<file path="src/rtl/pe_window_scheduler_pkg.sv">
// Shared constants for the PE 1-D convolution window scheduler:
// FSM state encoding and default parameter widths.
package pe_window_scheduler_pkg;

  localparam int CONFIG_BIT_DEF = 4;
  localparam int ADDR_W_DEF     = 6;

  localparam logic [1:0] ST_IDLE = 2'd0;
  localparam logic [1:0] ST_RUN  = 2'd1;
  localparam logic [1:0] ST_DONE = 2'd2;

endpackage

</file>
<file path="src/rtl/pe_window_scheduler_if.sv">
// Control/config/datapath-facing bundle of the window scheduler.
// i_* are driven by the PE control and datapath, o_* by the scheduler.
interface pe_window_scheduler_if
  import pe_window_scheduler_pkg::*;
#(
  parameter int CONFIG_BIT = CONFIG_BIT_DEF,
  parameter int ADDR_W     = ADDR_W_DEF
) ();

  logic                  i_start;
  logic [CONFIG_BIT-1:0] i_filter_size;
  logic [CONFIG_BIT-1:0] i_stride;
  logic [ADDR_W-1:0]     i_ifmap_len;
  logic                  i_mac_ready;
  logic [ADDR_W-1:0]     o_ifmap_addr;
  logic [CONFIG_BIT-1:0] o_filt_addr;
  logic                  o_mac_en;
  logic                  o_mac_clr;
  logic                  o_psum_valid;
  logic                  o_busy;
  logic                  o_done;
  logic                  o_err;

  modport master (
    output i_start, i_filter_size, i_stride, i_ifmap_len, i_mac_ready,
    input  o_ifmap_addr, o_filt_addr, o_mac_en, o_mac_clr, o_psum_valid,
           o_busy, o_done, o_err
  );

  modport slave (
    input  i_start, i_filter_size, i_stride, i_ifmap_len, i_mac_ready,
    output o_ifmap_addr, o_filt_addr, o_mac_en, o_mac_clr, o_psum_valid,
           o_busy, o_done, o_err
  );

endinterface

</file>
<file path="src/rtl/pe_tap_counter.sv">
// Modulo-size tap counter: init clears, inc steps, wraps to 0 after size-1.
module pe_tap_counter #(
  parameter int W = 4
) (
  input  logic         clk,
  input  logic         rst_n,
  input  logic         i_init,
  input  logic         i_inc,
  input  logic [W-1:0] i_size,
  output logic [W-1:0] o_count,
  output logic         o_wrap
);

  logic [W-1:0] r_count;

  assign o_count = r_count;
  assign o_wrap  = (r_count == (i_size - W'(1)));

  always_ff @(posedge clk or negedge rst_n) begin
    if (!rst_n) begin
      r_count <= '0;
    end else if (i_init) begin
      r_count <= '0;
    end else if (i_inc) begin
      r_count <= o_wrap ? '0 : r_count + W'(1);
    end
  end

endmodule

</file>
<file path="src/rtl/pe_window_scheduler.sv">
// Walks filter taps over an ifmap row, one tap per ready cycle, advancing the
// window by stride and pulsing psum_valid after each window's last tap.
module pe_window_scheduler
  import pe_window_scheduler_pkg::*;
#(
  parameter int CONFIG_BIT = CONFIG_BIT_DEF,
  parameter int ADDR_W     = ADDR_W_DEF
) (
  input  logic                 clk,
  input  logic                 rst_n,
  pe_window_scheduler_if.slave bus
);

  // One extra bit so win + stride + fs never wraps in the end-of-row test.
  localparam int CMP_W = ADDR_W + 1;

  logic [1:0]            r_state;
  logic [CONFIG_BIT-1:0] r_fs;
  logic [CONFIG_BIT-1:0] r_stride;
  logic [ADDR_W-1:0]     r_len;
  logic [ADDR_W-1:0]     r_win;
  logic                  r_psum_valid;
  logic                  r_err;

  logic [CONFIG_BIT-1:0] w_tap;
  logic                  w_wrap;
  logic                  w_mac_en;
  logic                  w_last;
  logic                  w_cfg_bad;
  logic                  w_accept;
  logic                  w_fin;
  logic [CMP_W-1:0]      w_next_win;
  logic [CMP_W-1:0]      w_win_end;

  assign w_cfg_bad = (bus.i_filter_size == '0) || (bus.i_stride == '0) ||
                     (CMP_W'(bus.i_filter_size) > CMP_W'(bus.i_ifmap_len));
  assign w_accept  = (r_state == ST_IDLE) && bus.i_start && !w_cfg_bad;
  assign w_mac_en  = (r_state == ST_RUN) && bus.i_mac_ready;
  assign w_last    = w_mac_en && w_wrap;

  assign w_next_win = CMP_W'(r_win) + CMP_W'(r_stride);
  assign w_win_end  = w_next_win + CMP_W'(r_fs);
  assign w_fin      = (w_win_end > CMP_W'(r_len));

  pe_tap_counter #(
    .W (CONFIG_BIT)
  ) u_tap_counter (
    .clk     (clk),
    .rst_n   (rst_n),
    .i_init  (w_accept),
    .i_inc   (w_mac_en),
    .i_size  (r_fs),
    .o_count (w_tap),
    .o_wrap  (w_wrap)
  );

  assign bus.o_ifmap_addr = r_win + ADDR_W'(w_tap);
  assign bus.o_filt_addr  = w_tap;
  assign bus.o_mac_en     = w_mac_en;
  assign bus.o_mac_clr    = w_mac_en && (w_tap == '0);
  assign bus.o_psum_valid = r_psum_valid;
  assign bus.o_busy       = (r_state == ST_RUN) || (r_state == ST_DONE);
  assign bus.o_done       = (r_state == ST_DONE);
  assign bus.o_err        = r_err;

  always_ff @(posedge clk or negedge rst_n) begin
    if (!rst_n) begin
      r_state      <= ST_IDLE;
      r_fs         <= '0;
      r_stride     <= '0;
      r_len        <= '0;
      r_win        <= '0;
      r_psum_valid <= 1'b0;
      r_err        <= 1'b0;
    end else begin
      // The psum register in the datapath holds the full sum one cycle later.
      r_psum_valid <= w_last;
      case (r_state)
        ST_IDLE: begin
          if (bus.i_start) begin
            if (w_cfg_bad) begin
              r_err <= 1'b1;
            end else begin
              r_fs     <= bus.i_filter_size;
              r_stride <= bus.i_stride;
              r_len    <= bus.i_ifmap_len;
              r_win    <= '0;
              r_err    <= 1'b0;
              r_state  <= ST_RUN;
            end
          end
        end
        ST_RUN: begin
          if (w_last) begin
            r_win <= w_next_win[ADDR_W-1:0];
            if (w_fin) begin
              r_state <= ST_DONE;
            end
          end
        end
        ST_DONE: begin
          r_state <= ST_IDLE;
        end
        default: begin
          r_state <= ST_IDLE;
        end
      endcase
    end
  end

endmodule

</file>
<file path="src/flat_wrapper.sv">
// flat-port wrapper written by rule: the top's interface ports become plain ports
module pe_window_scheduler_flat import pe_window_scheduler_pkg::*;
#(
  parameter int CONFIG_BIT = CONFIG_BIT_DEF,
  parameter int ADDR_W     = ADDR_W_DEF
)
  (clk, rst_n, bus_i_start, bus_i_filter_size, bus_i_stride, bus_i_ifmap_len, bus_i_mac_ready, bus_o_ifmap_addr, bus_o_filt_addr, bus_o_mac_en, bus_o_mac_clr, bus_o_psum_valid, bus_o_busy, bus_o_done, bus_o_err);
  pe_window_scheduler_if #(.CONFIG_BIT(CONFIG_BIT), .ADDR_W(ADDR_W)) bus_i ();
  input  logic clk;
  input  logic rst_n;
  input wire logic [$bits(bus_i.i_start)-1:0] bus_i_start;
  input wire logic [$bits(bus_i.i_filter_size)-1:0] bus_i_filter_size;
  input wire logic [$bits(bus_i.i_stride)-1:0] bus_i_stride;
  input wire logic [$bits(bus_i.i_ifmap_len)-1:0] bus_i_ifmap_len;
  input wire logic [$bits(bus_i.i_mac_ready)-1:0] bus_i_mac_ready;
  output wire logic [$bits(bus_i.o_ifmap_addr)-1:0] bus_o_ifmap_addr;
  output wire logic [$bits(bus_i.o_filt_addr)-1:0] bus_o_filt_addr;
  output wire logic [$bits(bus_i.o_mac_en)-1:0] bus_o_mac_en;
  output wire logic [$bits(bus_i.o_mac_clr)-1:0] bus_o_mac_clr;
  output wire logic [$bits(bus_i.o_psum_valid)-1:0] bus_o_psum_valid;
  output wire logic [$bits(bus_i.o_busy)-1:0] bus_o_busy;
  output wire logic [$bits(bus_i.o_done)-1:0] bus_o_done;
  output wire logic [$bits(bus_i.o_err)-1:0] bus_o_err;
  assign bus_i.i_start = bus_i_start;
  assign bus_i.i_filter_size = bus_i_filter_size;
  assign bus_i.i_stride = bus_i_stride;
  assign bus_i.i_ifmap_len = bus_i_ifmap_len;
  assign bus_i.i_mac_ready = bus_i_mac_ready;
  assign bus_o_ifmap_addr = bus_i.o_ifmap_addr;
  assign bus_o_filt_addr = bus_i.o_filt_addr;
  assign bus_o_mac_en = bus_i.o_mac_en;
  assign bus_o_mac_clr = bus_i.o_mac_clr;
  assign bus_o_psum_valid = bus_i.o_psum_valid;
  assign bus_o_busy = bus_i.o_busy;
  assign bus_o_done = bus_i.o_done;
  assign bus_o_err = bus_i.o_err;
  pe_window_scheduler #(.CONFIG_BIT(CONFIG_BIT), .ADDR_W(ADDR_W)) u_core (.clk(clk), .rst_n(rst_n), .bus(bus_i));
endmodule
</file>
<file path="config.mk">
export PLATFORM = sky130hd
export DESIGN_NAME = pe_window_scheduler_flat
export DESIGN_NICKNAME = d
export VERILOG_FILES = /design/src/rtl/pe_window_scheduler_pkg.sv /design/src/rtl/pe_window_scheduler_if.sv /design/src/rtl/pe_tap_counter.sv /design/src/rtl/pe_window_scheduler.sv /design/src/flat_wrapper.sv
export SDC_FILE = /design/constraint.sdc
export NUM_CORES = 1
export LEC_CHECK = 0
export ABC_AREA = 1
export BUFFER_PORTS_ARGS = -buffer_cell sky130_fd_sc_hd__buf_2
export CAP_MARGIN = 20
export CORE_ASPECT_RATIO = 0.8
export CORE_MARGIN = 5
export CORE_UTILIZATION = 50
export DETAILED_ROUTE_END_ITERATION = 10
export PLACE_DENSITY = 0.73
export SLEW_MARGIN = 40
export SYNTH_ARGS = -nofsm -noshare
export SYNTH_HDL_FRONTEND = slang
export SYNTH_SLANG_ARGS = --single-unit
</file>
<file path="constraint.sdc">
create_clock -name clk -period 6.2 [get_ports clk]
set_clock_uncertainty 0.15 [all_clocks]
set_input_delay 0.62 -clock clk [delete_from_list [all_inputs] [get_ports clk]]
set_output_delay 0.62 -clock clk [all_outputs]
set_load 0.05 [all_outputs]
</file>
# --- Yosys cells after proc, flatten, opt, wreduce, memory -nomap -nowiden ---
# Cells that the tools add are included.
classes:
  n_addsub: 5
  n_mul: 0
  n_div: 0
  n_lt_le_gt_ge: 2
  eq_ne: 7
  shifts: 0
  n_mux: 13
  bitwise_logic: 1
  n_reduce_logical: 19
op_table:
  columns: ["op", "n"]
  rows:
  - ["$mux W6", 3]
  - ["$logic_not A4 Y1", 3]
  - ["$mux W4", 3]
  - ["$pmux W6 S2", 1]
  - ["$mux W2", 4]
  - ["$reduce_and A4 Y1", 2]
  - ["$add A6 B4 Y7", 1]
  - ["$add A7 B4 Y7", 1]
  - ["$gt A7 B6 Y1", 1]
  - ["$add A6 B4 Y6", 1]
  - ["$gt A4 B6 Y1", 1]
  - ["$logic_and A1 B1 Y1", 5]
  - ["$add A4 B1 Y4 const B", 1]
  - ["$eq A4 B4 Y1", 1]
  - ["$ne A2 B1 Y1 const B", 2]
  - ["$ne A2 B2 Y1 const B", 2]
  - ["$pmux W2 S2", 1]
  - ["$reduce_bool A2 Y1", 2]
  - ["$sub A4 B1 Y4 const B", 1]
  - ["$logic_or A1 B1 Y1", 3]
  - ["$reduce_and A3 Y1", 1]
  - ["$eq A2 B1 Y1 const B", 1]
  - ["$eq A2 B2 Y1 const B", 1]
  - ["$logic_not A2 Y1", 1]
  - ["4 further kinds", 4]
totals:
  ff_bits: 28
  latchBits: 0
  mem_bits_rw: 0
  rom_bits: 0
  in_bits: 18
  output_inout_bits: 16
  wordCells: 55
  n_memories: 0

# --- Longest topological paths before layout ---
# Gate-level depths: netlist of run 1.
logic_depth:
  depth_word: 6
  mapped_depth: 18

# --- By module ---
# Synthesis of run 1 repeated with hierarchy kept, for this count alone.
unflattened:
  hier_cells: 285
  area_unflattened_um2: 2177.1
modules_own_cells:
  columns: ["mod", "n_inst", "cells_per_inst", "area_each_um2"]
  rows:
  - ["pe_window_scheduler", 1, 234, 1833.0]
  - ["pe_tap_counter", 1, 51, 344.1]

# --- Worst setup path before layout of run 1 ---
# No wires, ideal clock.
synth_timing:
  kind: "reg2reg"
  startpoint: "reg u_core.r_win[0]"
  endpoint: "reg u_core.r_state[0]"
  setup_ns: 0.117
  arrival_time_ns: 2.968
  path_slack_ns: 2.965
  stages_incl_launch_ff: 16
  period_less_slack_ns: 3.235
  cell_sequence: "dfrtp_1 -> ha_1 -> fa_1 -> fa_1 -> a21o_1 -> a21oi_1 -> xnor2_1 -> inv_1 -> ha_1 -> a21o_1 -> a21oi_1 -> o2111ai_1 -> nand2_1 -> nand2_1 -> nand3_1 -> nand2_1"
synth_between:
  elab_chain_len: 5
synth_lines:
  columns: ["item", "line_no", "rtl"]
  rows:
  - ["start, declared", "pe_window_scheduler.sv:21", "logic [ADDR_W-1:0] r_win;"]
  - ["start signal, assigned", "pe_window_scheduler.sv:95", "r_win <= w_next_win[ADDR_W-1:0];"]
  - ["$add A6 B4 Y7", "pe_window_scheduler.sv:41", "assign w_next_win = CMP_W'(r_win) + CMP_W'(r_stride);"]
  - ["$add A7 B4 Y7", "pe_window_scheduler.sv:42", "assign w_win_end = w_next_win + CMP_W'(r_fs);"]
  - ["$gt A7 B6 Y1", "pe_window_scheduler.sv:43", "assign w_fin = (w_win_end > CMP_W'(r_len));"]
  - ["$ne A2 B1 Y1 (no line)", null, null]
  - ["$reduce_and A4 Y1 (no line)", null, null]
  - ["end signal, assigned", "pe_window_scheduler.sv:68", "r_state <= ST_IDLE;"]
  - ["end signal, assigned", "pe_window_scheduler.sv:89", "r_state <= ST_RUN;"]
  - ["end signal, assigned", "pe_window_scheduler.sv:97", "r_state <= ST_DONE;"]
  - ["end, declared", "pe_window_scheduler.sv:17", "logic [1:0] r_state;"]
# Every way passes these cells.
# A chain may end at the register's enable or synchronous reset.

# --- Worst setup path after layout of run 1 ---
# Ends and elaborated chain as after synthesis.

==> results of run 1 <==
-- registers in the layout, indices dropped and copies added, names as in the netlist --
| register | flops |
|---|---|
| u_core.r_len | 6 |
| u_core.u_tap_counter.o_count | 4 |
| u_core.r_state | 2 |
| u_core.r_stride | 4 |
| u_core.r_fs | 4 |
| u_core.bus.o_psum_valid | 1 |
| u_core.r_win | 6 |
| u_core.bus.o_err | 1 |
-- cells by family after synthesis --
logic type,after synthesis,share of synthesized area (%)
and+or+nand+nor,107,22.2
buffers and inverters,43,8.28
AOI/OAI and AO/OA,42,12.4
adders and majority gates,31,19.0
DFF,28,32.4
xor gates and xnor gates,14,5.68
-- cell type report --
cell class | instances | area [um2] | share of cell area (%)
Clock buffer | 3 | 41.3 | 1.70
Sequential cell | 28 | 701 | 28.8
Inverter | 39 | 146 | 6.01
Tap cell | 57 | 71.3 | 2.93
Timing Repair Buffer | 33 | 165 | 6.78
Clock inverter | 1 | 30.0 | 1.23
Multi-Input combinational cell | 194 | 1280 | 52.6
-- worst paths after layout --
kind,from,endpoint,slack (ps)
worst min register to register,u_core.r_len[2],u_core.r_len[2],350
worst max register to register,u_core.r_win[0],u_core.r_state[0],2650
max in group asynchronous,rst_n,u_core.bus.o_err,5270
min in group clk,u_core.r_len[2],u_core.r_len[2],350
worst min-delay path,rst_n,u_core.r_win[3],200
worst max-delay path,u_core.r_win[0],u_core.r_state[0],2650
-- critical path, delay by kind of cell, from the launching register on --
family,cells,cell delay (ps)
AOI/OAI and AO/OA,5,780
xor gates and xnor gates,2,390
adders and majority gates,4,1330
buffers and inverters,1,60
DFF,1,420
and+or+nand+nor,5,360
-- metal layers --
| metal | track usage (%) | up-vias | wire length (um) |
|---|---|---|---|
| met5 | 0 | - | 0 |
| met4 | 2.41 | 0 | 24 |
| met3 | 3.68 | 2 | 276 |
| met2 | 30.1 | 35 | 1980 |
| met1 | 23.0 | 820 | 2240 |
| li1 | - | 927 | - |
-- power groups by stage --
stage	logic, mW	registers, mW	clock network [mW]
after global routing	1.03	0.328	0.159
final	0.914	0.317	0.149
after CTS	0.920	0.318	0.153
after floorplan	0.687	0.341	0
after detailed placement	0.914	0.322	0
after global placement	0.889	0.319	0
-- stage by stage --
step                instances  power (mW)  cell area, um2  worst slack (ps)  hold WS (ps)
floorplan                 265        1.03            2160              2970           174
global placement          351        1.21            2360              2830           317
detailed placement        351        1.24            2360              2700           329
CTS                       355        1.39            2430              2650           229
global route              355        1.52            2430              2390           262
finish                    355        1.38            2430              2650           205
-- layout by cell type, fill, tap and decap left out, drive strengths merged, types with 2 or more instances in the layout --
cell type	count
clkbuf	3
xor2	9
o21ai	24
fa	3
nor2	19
nand4	4
nand2	65
xnor2	5
nand3	17
a21oi	10
buf	33
dfrtp	28
inv	39
ha	28
a21o	2
==> flow_metrics.py, run 1 <==
metrics = {
    "sta": {
        "fin_crit_sh_pct": 57.3,
        "final_max_slew_viol_count": 0,
        "final_hold_viol_count": 0,
        "rsz0062_at_grt": "no",
        "fin_tns_setup_ps": 0,
        "finalSetupViolCount": 0,
        "fin_crit_ps": 3550,
        "clock.fmax_mhz": 281,
        "tightest_slew_ps": 654,
        "slew_headroom_pct": 56.4,
    },
    "clock_tree": {
        "htreeDepth": 1,
        "cts_root_buffer": "clkbuf_8",
        "clock_latency_ps": 280,
        "post_cts_buffers": 0,
        "cts.repair.resized": 0,
        "cts_tree": "done",
        "clockBufferDepth": 2,
        "holdBufCountCts": 0,
        "numCtsBuffers": 3,
        "clk_pin_slew_worst_paths_ps": 100,
        "numClockSinks": 28,
    },
    "detailed_routing": {
        "routed_via_density": 5.03,
        "drtIter0Drc": 99,
        "num_vias": 1784,
        "drc": 0,
        "firstDrtPassIters": 4,
        "wirelength_um": 4530,
        "ant_nets": 0,
        "wl_per_cell_um": 12.8,
    },
    "grt": {
        "antenna_found_initial": 0,
        "grt_use_total_pct": 17.2,
        "grt_max_degree": 29,
        "grt_first_pass_wirelength_um": 7910,
        "grt_overflow": 0,
        "grt_pass1_vias": 1733,
    },
    "power": {
        "pwr-share-seq_pct": 23.0,
        "powerDensity_nw_per_um2": 567,
        "pwr-share-comb_pct": 66.2,
        "switchingPower_mw": 0.716,
        "power_frac_clock_pct": 10.8,
        "max-vdd-ir-drop_mv": 0.235,
        "p_leak_nw": 1.34,
        "p_int_mw": 0.664,
        "swShare_pct": 51.9,
    },
    "final_layout": {
        "fin_util_pct": 58.3,
        "diodes": 0,
        "syn2layout_area_growth_pct": 12.7,
        "nFillCells": 391,
        "drive_gt1_share_pct": 18.1,
        "layout.nets": 348,
    },
    "floorplanning": {
        "die_w_um": 83.5,
        "std_cell_rows": 21,
        "die_area_um2": 5740,
        "boundaryPins": 34,
        "fp.coreArea_um2": 4180,
        "die_y_um": 68.8,
        "initial_core_util_pct": 51.7,
    },
    "worst_setup_path": {
        "crit_fanout": 4,
        "r2r_cells": 17,
        "crit_slowest_cell": "fa_1",
        "end_kind": "register",
        "crit_type": "reg2reg",
        "path_cells": "ha_1, fa_1, xor2_1, ha_1, a21o_1, a21oi_1, xnor2_1, inv_1, ha_1, a21o_1, a21oi_1, o2111ai_1, nand2_1, nand2_1, nand2_1, nand2_1, nand2_1",
        "cp-start-kind": "register",
        "cp_data_arrival_time_ps": 3630,
        "max_stage_delay_ps": 440,
        "crit_top_cell": "nand2_1",
        "critPathRequiredTime_ps": 6280,
    },
    "placed_design": {
        "hpwl_um": 3660,
        "portBuffers": 33,
        "gp_congestion": 0.841,
    },
    "yosys": {
        "ys_seq_area_share_pct": 32.4,
        "synthCells": 265,
        "synth_top_area_cell": "dfrtp_1",
        "synth_edf_count": 0,
        "synth.cell_area_um2": 2160,
        "synth_fp_nets": 314,
        "synth_top_area_share_pct": 32.4,
        "yosys_most_used_dff": "dfrtp_1",
        "async_flop_share_pct": 100,
        "yosys-top-cells-area": "dfrtp_1 32%, ha_1 16%, nand2_1 11%",
        "synth-seq-cells": 28,
        "synth_most_common_cell": "nand2_1",
        "synthDistinctLibCells": 31,
        "ys_warn_count": 0,
        "synth_common_cells": "63 x nand2_1, 38 x inv_1, 28 x dfrtp_1, 28 x ha_1, 18 x nor2_1",
        "syn_avg_cell_area_um2": 8.15,
    },
    "outcome": {
        "status": "complete, no violations",
    },
    "flow_run": {
        "drv_cap": 0,
    },
    "min_path": {
        "hold_class": "in2async",
    },
}
Note: power is estimated with default switching activity, not from simulation.
==> run 2, diff against run 1 <==
clock period = 3.7 ns   (was 6.2 ns; I/O delays follow)
==> run 2 against run 1 <==
Compared with the run above: global-route usage fell by 0.38 points; clock-buffer cell count did not move; via count rose by 0.84%; critical path type unchanged; critical endpoint unchanged.
==> flow_metrics.py, run 2 (synthesis results as in run 1) <==
metrics = {
    "worst_setup_path": {
        "r2r_cells": 17,
        "critPathRequiredTime_ps": 3730,
        "cp_top_family": "adder cells",
        "crit_top_cell": "nand2_1",
        "cp_num_cells": 17,
        "path_buf_inv": 0,
        "max_stage_delay_ps": 420,
        "crit_fanout": 4,
        "cp_data_arrival_time_ps": 3480,
        "cp-start-kind": "register",
        "crit_type": "reg2reg",
        "crit_slowest_cell": "dfrtp_1",
        "path_cells": "ha_1, fa_2, xor2_2, ha_4, a21oi_1, nand2_1, a21oi_1, nor2_1, xor2_1, ha_1, nand3_1, o2111ai_1, nand2_1, nand2_1, nand2_1, nand2_1, nand2_1",
        "end_kind": "register",
    },
    "final_layout": {
        "syn2layout_area_growth_pct": 14.4,
        "layout.nets": 349,
        "reg_top3": "u_core.r_len: 6 flops, u_core.r_win: 6 flops",
        "diodes": 0,
        "multiInputGateArea_um2": 1310,
        "most-common-layout-cells": "63 x nand2_1, 38 x inv_1, 33 x buf_2",
        "seq_area_um2": 701,
        "drive_gt1_share_pct": 19.4,
        "mostFrequentLayoutCell": "nand2_1",
        "nFillCells": 385,
    },
    "grt": {
        "grt_pass1_vias": 1696,
        "grt_max_degree": 29,
        "grt_overflow": 0,
        "grt_use_total_pct": 16.9,
        "grt_first_pass_wirelength_um": 7720,
        "antenna_found_initial": 0,
    },
    "min_path": {
        "hold_class": "in2reg",
        "hold-path-cell-count": 3,
    },
    "sta": {
        "fin_crit_ps": 3450,
        "rsz0062_at_grt": "no",
        "slew_headroom_pct": 55.4,
        "tightest_slew_ps": 669,
        "final_hold_viol_count": 0,
        "fin_tns_setup_ps": 0,
        "clock.fmax_mhz": 290,
        "final_max_slew_viol_count": 0,
        "fin_crit_sh_pct": 93.3,
        "finalSetupViolCount": 0,
        "timing.hold.ws_ps": 147,
    },
    "floorplanning": {
        "std_cell_rows": 21,
        "boundaryPins": 34,
        "die_area_um2": 5740,
        "fp.coreArea_um2": 4180,
        "die_y_um": 68.8,
        "die_w_um": 83.5,
        "initial_core_util_pct": 51.7,
    },
    "power": {
        "switchingPower_mw": 1.24,
        "powerDensity_nw_per_um2": 965,
        "p_leak_nw": 1.34,
        "power_frac_clock_pct": 10.3,
        "swShare_pct": 51.8,
        "max-vdd-ir-drop_mv": 0.352,
        "p_int_mw": 1.15,
        "pwr-share-seq_pct": 22.5,
        "pwr-share-comb_pct": 67.3,
    },
    "detailed_routing": {
        "wl_per_cell_um": 13.1,
        "routed_via_density": 5.05,
        "num_vias": 1799,
        "firstDrtPassIters": 4,
        "drtIter0Drc": 85,
        "drc": 0,
        "ant_nets": 0,
        "wirelength_um": 4650,
    },
    "placed_design": {
        "gp_congestion": 0.841,
        "hpwl_um": 3690,
        "portBuffers": 33,
    },
    "clock_tree": {
        "clk_pin_slew_worst_paths_ps": 100,
        "cts_root_buffer": "clkbuf_8",
        "htreeDepth": 1,
        "numCtsBuffers": 3,
        "cts_tree": "done",
        "numClockSinks": 28,
        "clock_latency_ps": 270,
        "clockBufferDepth": 2,
    },
    "outcome": {
        "status": "complete, no violations",
    },
    "flow_run": {
        "drv_cap": 0,
    },
}
[run 2: cell count changes in the layout (fill, tap and decap cells not counted)]
cell	previous run	this run
a21oi_1	10	9
ha_4	0	1
fa_1	3	2
xor2_2	0	1
a21oi_2	0	1
xor2_1	9	8
fa_2	0	1
ha_1	28	27
dlygate4sd3_1	0	1
[run 2: what timing repair did]
action,4_1_cts,5_1_grt
setup endpoints to repair,0,2
resized for setup,0,4
endpoints found under the hold margin,28,0
hold buffers,1,0
setup buffers,0,0
[run 2: cell type report]
cell class / count / share of cell area, %
Clock buffer: 3 / 1.67
Multi-Input combinational cell: 194 / 52.9
Tap cell: 57 / 2.89
Timing Repair Buffer: 34 / 7.09
Clock inverter: 1 / 1.22
Sequential cell: 28 / 28.4
Inverter: 39 / 5.92
[run 2: per-layer routing]
metal	routed length, um	global-route usage [%]	up-vias
met5	0	0	-
met4	21	2.41	0
met3	172	3.33	2
met2	2070	29.3	33
met1	2380	22.7	832
li1	-	-	932
[run 2: power by group through the flow]
stage,Sequential (mW),Combinational [mW],Clock [mW]
6_report,0.536,1.60,0.245
3_5_place_dp,0.540,1.54,0
3_3_place_gp,0.534,1.49,0
5_1_grt,0.553,1.79,0.265
4_1_cts,0.534,1.55,0.251
2_1_floorplan,0.571,1.15,0
[run 2: final timing paths]
path                       slack, ps                 end       startpoint
max                              250   u_core.r_state[0]  u_core.r_win[0]
min                              150  u_core.r_stride[1]  bus_i_stride[1]
max reg2reg                      250   u_core.r_state[0]  u_core.r_win[0]
min reg2reg                      350     u_core.r_len[2]  u_core.r_len[2]
max in group asynchronous       2480     u_core.r_len[3]            rst_n
min in group asynchronous        500     u_core.r_win[3]            rst_n
[run 2: through the flow]
stage | utilization, % | setup WS, ps | cells | power [mW] | cell area (um2)
global placement | 56.6 | 327 | 351 | 2.02 | 2360
global route | 59.1 | 1.72 | 356 | 2.61 | 2470
finish | 59.1 | 247 | 356 | 2.39 | 2470
floorplan | - | 465 | 265 | 1.72 | 2160
CTS | 58.5 | 97.3 | 356 | 2.34 | 2440
detailed placement | 56.6 | 145 | 351 | 2.08 | 2360
[run 2: worst register-to-register path, delay by kind of cell, from the launching register on]
family | cells | cell delay [ps]
adder cells (fa/ha/maj) | 4 | 1240
AND/OR/NAND/NOR | 8 | 680
AO/OA/AOI/OAI | 3 | 500
XOR/XNOR | 2 | 380
flip-flops | 1 | 420
